## config.mk

```make
export PLATFORM = sky130hd
export DESIGN_NAME = seq_detect_param
export DESIGN_NICKNAME = d
export VERILOG_FILES = /design/src/rtl/seq_detect_param.sv
export SDC_FILE = /design/constraint.sdc
export NUM_CORES = 1
export LEC_CHECK = 0
export ABC_CLOCK_PERIOD_IN_PS = 2630
export CORE_AREA = 4 4 41 43
export DETAILED_ROUTE_END_ITERATION = 8
export DIE_AREA = 0 0 45 47
export DONT_BUFFER_PORTS = 1
export GPL_TIMING_DRIVEN = 1
export HOLD_SLACK_MARGIN = 0.05
export PLACE_DENSITY_LB_ADDON = 0.12
export SETUP_SLACK_MARGIN = 0.3
export SYNTH_ARGS = -nofsm -noshare
export SYNTH_HDL_FRONTEND = slang
export SYNTH_SLANG_ARGS = --single-unit
```

## constraint.sdc

```tcl
create_clock -name ck -period 2.63 [get_ports ck]
set_input_delay 0.263 -clock ck [delete_from_list [all_inputs] [get_ports ck]]
set_output_delay 0.263 -clock ck [all_outputs]
set_load 0.005 [all_outputs]
```

## src/rtl/seq_detect_param.sv

```systemverilog
// Parameterised serial pattern detector with overlapping/non-overlapping modes.
// Optional saturating match counter is built only when SEQ_DETECT_CNT_EN is defined.
module seq_detect_param #(
  parameter int             PAT_W   = 4,
  parameter logic [PAT_W-1:0] PATTERN = 4'b1011,
  parameter int             CNT_W   = 8
) (
  input  logic             ck,
  input  logic             rs,
  input  logic             c,
  input  logic             en,
  input  logic             ovl,
  input  logic             clr,
  output logic             y,
  output logic [CNT_W-1:0] cnt
);

  localparam int FW = $clog2(PAT_W + 1);
  localparam logic [FW-1:0] FULL = FW'(PAT_W);

  typedef enum logic {FILL, ARMED} state_t;

  state_t           state_q, state_nx;
  logic [PAT_W-1:0] hist_q, hist_nx, hist_sh;
  logic [FW-1:0]    fill_q, fill_nx, fill_sh;
  logic [PAT_W:0]   hist_ext;
  logic             match;

  // Post-shift view; only committed on enabled edges.
  always_comb begin
    hist_ext = {hist_q, c};
    hist_sh  = hist_ext[PAT_W-1:0];
    fill_sh  = (state_q == ARMED) ? fill_q : fill_q + FW'(1);
    match    = en && (fill_sh == FULL) && (hist_sh == PATTERN);
  end

  always_comb begin
    state_nx = state_q;
    hist_nx  = hist_q;
    fill_nx  = fill_q;
    if (en) begin
      hist_nx = hist_sh;
      if (match && !ovl) begin
        // Drop every consumed bit so none is shared with the next match.
        fill_nx  = '0;
        state_nx = FILL;
      end else begin
        fill_nx  = fill_sh;
        state_nx = (fill_sh == FULL) ? ARMED : FILL;
      end
    end
  end

  always_ff @(posedge ck) begin
    if (rs) begin
      state_q <= FILL;
      hist_q  <= '0;
      fill_q  <= '0;
      y       <= 1'b0;
    end else begin
      state_q <= state_nx;
      hist_q  <= hist_nx;
      fill_q  <= fill_nx;
      y       <= match;
    end
  end

`ifdef SEQ_DETECT_CNT_EN
  logic [CNT_W-1:0] cnt_q;

  // Clear wins over a coincident match; y still reports that match.
  always_ff @(posedge ck) begin
    if (rs)                          cnt_q <= '0;
    else if (clr)                    cnt_q <= '0;
    else if (match && (cnt_q != '1)) cnt_q <= cnt_q + CNT_W'(1);
  end

  assign cnt = cnt_q;
`else
  logic unused_clr;
  assign unused_clr = clr;
  assign cnt = '0;
`endif

endmodule

```

==> tab_implementation.tex <==
\begin{tabular}{lr}
\hline
Metric & Value \\
\hline
\multicolumn{2}{l}{\textbf{Clock tree}} \\
\quad Max clock buf depth & 2 \\
\quad Post-CTS Resized & 0 \\
\quad Post-cts hold buffer count & 0 \\
\quad Buffers inserted by post-CTS timing repair & 0 \\
\quad Clock Latency Late Sink & approximately 0.26 ns \\
\quad Number of clock sinks & 8 \\
\quad Post-CTS clock slew at the launch and capture registers of the worst setup and hold paths & 0.06 ns \\
\quad Number of clock buffers inserted by TritonCTS & 3 \\
\quad Clock root buffer & sky130\_fd\_sc\_hd\_\_clkbuf\_4 \\
\quad Clock H-tree levels & 1 \\
\quad CTS tree & yes \\
\multicolumn{2}{l}{\textbf{Drt}} \\
\quad Uppermost routed layer & met4 \\
\quad DRT antenna net count & 0 \\
\quad \# DRC & 0 \\
\quad Violation count after the first detailed-route iteration & 2 \\
\quad Via Count & 284 \\
\quad Met1 Routed Length & 253 µm \\
\quad Total wire length & 709 µm \\
\quad Vias per cell & 4.66 \\
\quad Metal2 WL & 367 µm \\
\quad Iteration count of the initial detailed-routing pass & 4 \\
\quad Avg WL per Cell & 11.6 µm \\
\quad Amount of wire on met3 after detailed routing & approximately 73 µm \\
\multicolumn{2}{l}{\textbf{Cells and area}} \\
\quad Total inserted antenna cells & 0 \\
\quad Layout cell share with drive strength beyond 1 & 10.9\% \\
\quad Layout Cell Area excl Fill & 429 µm² \\
\quad Net count, final & 55 \\
\quad Post-synthesis to final-layout area growth & 0.882\% \\
\quad Utilization after layout & 33.0\% \\
\multicolumn{2}{l}{\textbf{STA}} \\
\quad Final hold violation count & 0 \\
\quad Setup violation total in the final timing report & 0 \\
\quad Final hold slack & between 0.06 and 0.07 ns \\
\quad Fraction of the cycle the final worst path needs & 59.3\% \\
\quad Time the worst path needs with I/O delays and setup & between 1.5 and 2 ns \\
\quad Unrepaired setup endpoints after global routing & no \\
\quad Clock Skew & 0.00644 ns \\
\quad Setup Total Neg Slack & 0 ns \\
\quad Fin. max-slew vios & 0 \\
\quad Achievable Freq & 642 MHz \\
\multicolumn{2}{l}{\textbf{Die}} \\
\quad Die width & between 40 and 50 µm \\
\quad Number of primary I/O pins & 15 \\
\quad Site Rows & 13 \\
\quad Y dimension of the die & 47 µm \\
\quad Initial core utilization & approximately 33\% \\
\quad Core Region & about 1300 µm² \\
\quad Die area & 2120 µm² \\
\multicolumn{2}{l}{\textbf{Setup path}} \\
\quad Reg-to-Reg Start & fill\_q[0] \\
\quad Worst endpoint required time & approximately 2.8 ns \\
\quad Capturing element type of the critical path & register \\
\quad Worst-path cell with the longest stage delay & sky130\_fd\_sc\_hd\_\_or3b\_1 \\
\quad WP buf/inv & 0 \\
\quad Family of cells with the greatest summed delay on the critical path & simple AND/OR/NAND/NOR gates \\
\quad Maximum fanout count along the critical path & 4 \\
\quad Setup Crit Path Kind & reg2reg \\
\quad Slowest Stage Delay on Critical Path & 0.38 ns \\
\quad CP startpoint kind & register \\
\quad Origin of the worst setup path & fill\_q[0] \\
\quad Crit-path cells & ha\_1 > or3b\_1 > and2\_4 > o41ai\_2 \\
\quad Data arrival at the endpoint of the critical path & around 1.7 ns \\
\multicolumn{2}{l}{\textbf{Global route}} \\
\quad Number of antenna violations at the first check in global routing & 0 \\
\quad Pin count of the biggest net entering global routing & 8 \\
\quad Global-route congestion overflow total & 0 \\
\quad Vias in the first global route & 285 \\
\quad Global-route wire length before repair & about 1.2 mm \\
\quad Total routing resource utilization after global routing & under 10\% \\
\multicolumn{2}{l}{\textbf{Placement}} \\
\quad Placement Cell Area & between 400 and 500 µm² \\
\quad Port buffer count & 0 \\
\quad Routability congestion estimate & 0.695 \\
\multicolumn{2}{l}{\textbf{Synthesis}} \\
\quad Part of the Yosys area used for sequential elements & 37.6\% \\
\quad Top cells by area in the synthesized netlist & sky130\_fd\_sc\_hd\_\_dfxtp\_1 (38\%), sky130\_fd\_sc\_hd\_\_buf\_4 (14\%), sky130\_fd\_sc\_hd\_\_mux2i\_1 (9.4\%) \\
\quad Total of flip-flops plus latches after synthesis & 8 \\
\quad Average size of a mapped cell & 9.45 µm² \\
\quad Yosys warning total & 0 \\
\quad Gate count of the mapped netlist & 45 \\
\quad Area of the mapped netlist & 425 µm² \\
\quad Synth cell types & 18 \\
\quad Share of Yosys cell area claimed by the top area cell type & 37.6\% \\
\quad Largest area contributor in the synthesized netlist & sky130\_fd\_sc\_hd\_\_dfxtp\_1 \\
\multicolumn{2}{l}{\textbf{Hold path}} \\
\quad Tightest Hold Check Type & in2reg \\
\quad Worst Min Path Start & rs \\
\multicolumn{2}{l}{\textbf{Power}} \\
\quad Overall Power & 0.000250 W \\
\quad Static Leakage & around 0.19 nW \\
\quad Max VDD drop & between 0.0003 and 0.0004 V \\
\quad Power density over the cells & 583 nW/µm² \\
\multicolumn{2}{l}{\textbf{Outcome}} \\
\quad Status & completed \\
\multicolumn{2}{l}{\textbf{Run}} \\
\quad Max-cap check violation count & 0 \\
\hline
\end{tabular}
## final timing paths
kind              slack, ns         to  depth (start not counted)
setup / recovery       1.07    state_q                          4
hold / removal         0.07  fill_q[0]                          1
setup reg to reg       1.07    state_q                          4
hold reg to reg        0.51  hist_q[2]                          2
## worst register-to-register path, cell delays in order (launching register included)
cell and delay, ns:
sky130_fd_sc_hd__dfxtp_1 0.33, sky130_fd_sc_hd__ha_1 0.31, sky130_fd_sc_hd__or3b_1 0.38, sky130_fd_sc_hd__and2_4 0.18, sky130_fd_sc_hd__o41ai_2 0.26
## stage by stage
stage / std cells / setup WS (ns)
after floorplan: 52 / 1.16
after global placement: 58 / 1.12
after detailed placement: 58 / 1.09
after CTS: 61 / 1.06
after global routing: 61 / 1.00
final: 61 / 1.07
## cell type report
class / instances / area, µm²
fillers: 151 / 872
clock buffers: 3 / 22.5
flip-flops and latches: 8 / 160
multi-input cells: 35 / 228
well taps: 15 / 18.8
## Yosys cell counts (all sizes together)
master  n
nor2    7
nor4    1
and2    1
o31ai   1
ha      1
dfxtp   8
mux2i   4
nand2   2
clkbuf  1
buf     8
xnor2   2
o41ai   1
nand2b  1
a211oi  1
or3b    2
and2b   2
conb    1
nand4b  1
## logic make-up after synthesis
| kind of cell | Yosys count | share of synthesized area (%) |
|---|---|---|
| AO/OA/AOI/OAI | 3 | 7.36 |
| XOR/XNOR | 2 | 4.12 |
| adder cells (fa/ha/maj) | 1 | 2.94 |
| buffers and inverters | 9 | 15.0 |
| flip-flops | 8 | 37.6 |
| multiplexers | 4 | 9.41 |
| other | 1 | 0.882 |
| AND/OR/NAND/NOR | 17 | 22.7 |
## per-layer routing
layer / GRT usage [%] / vias to the layer above
met4: 7.02 / 0
li1: - / 139
met2: 13.3 / 14
met5: 0 / -
met3: 4.98 / 2
met1: 7.36 / 129
## flip-flops by register name (all words and copies together) (netlist names)
| signal | cells |
|---|---|
| fill_q | 3 |
| state_q | 1 |
| hist_q | 3 |
| y | 1 |
## power by group
part	total (W)	switching (W)	internal [W]
sequential	0.000131	0.00000409	0.000127
clock	0.0000944	0.0000421	0.0000522
combinational	0.0000249	0.0000123	0.0000127
## cell usage in the layout, fill, tap and decap left out, types with 2 or more instances in the layout
master,count
sky130_fd_sc_hd__xnor2_1,2
sky130_fd_sc_hd__dfxtp_1,8
sky130_fd_sc_hd__or3b_1,2
sky130_fd_sc_hd__and2b_1,2
sky130_fd_sc_hd__nand2_1,2
sky130_fd_sc_hd__mux2i_1,4
sky130_fd_sc_hd__nor2_1,7
sky130_fd_sc_hd__conb_1,8
sky130_fd_sc_hd__clkbuf_4,3
No activity file was read; power rests on OpenSTA's default activity.
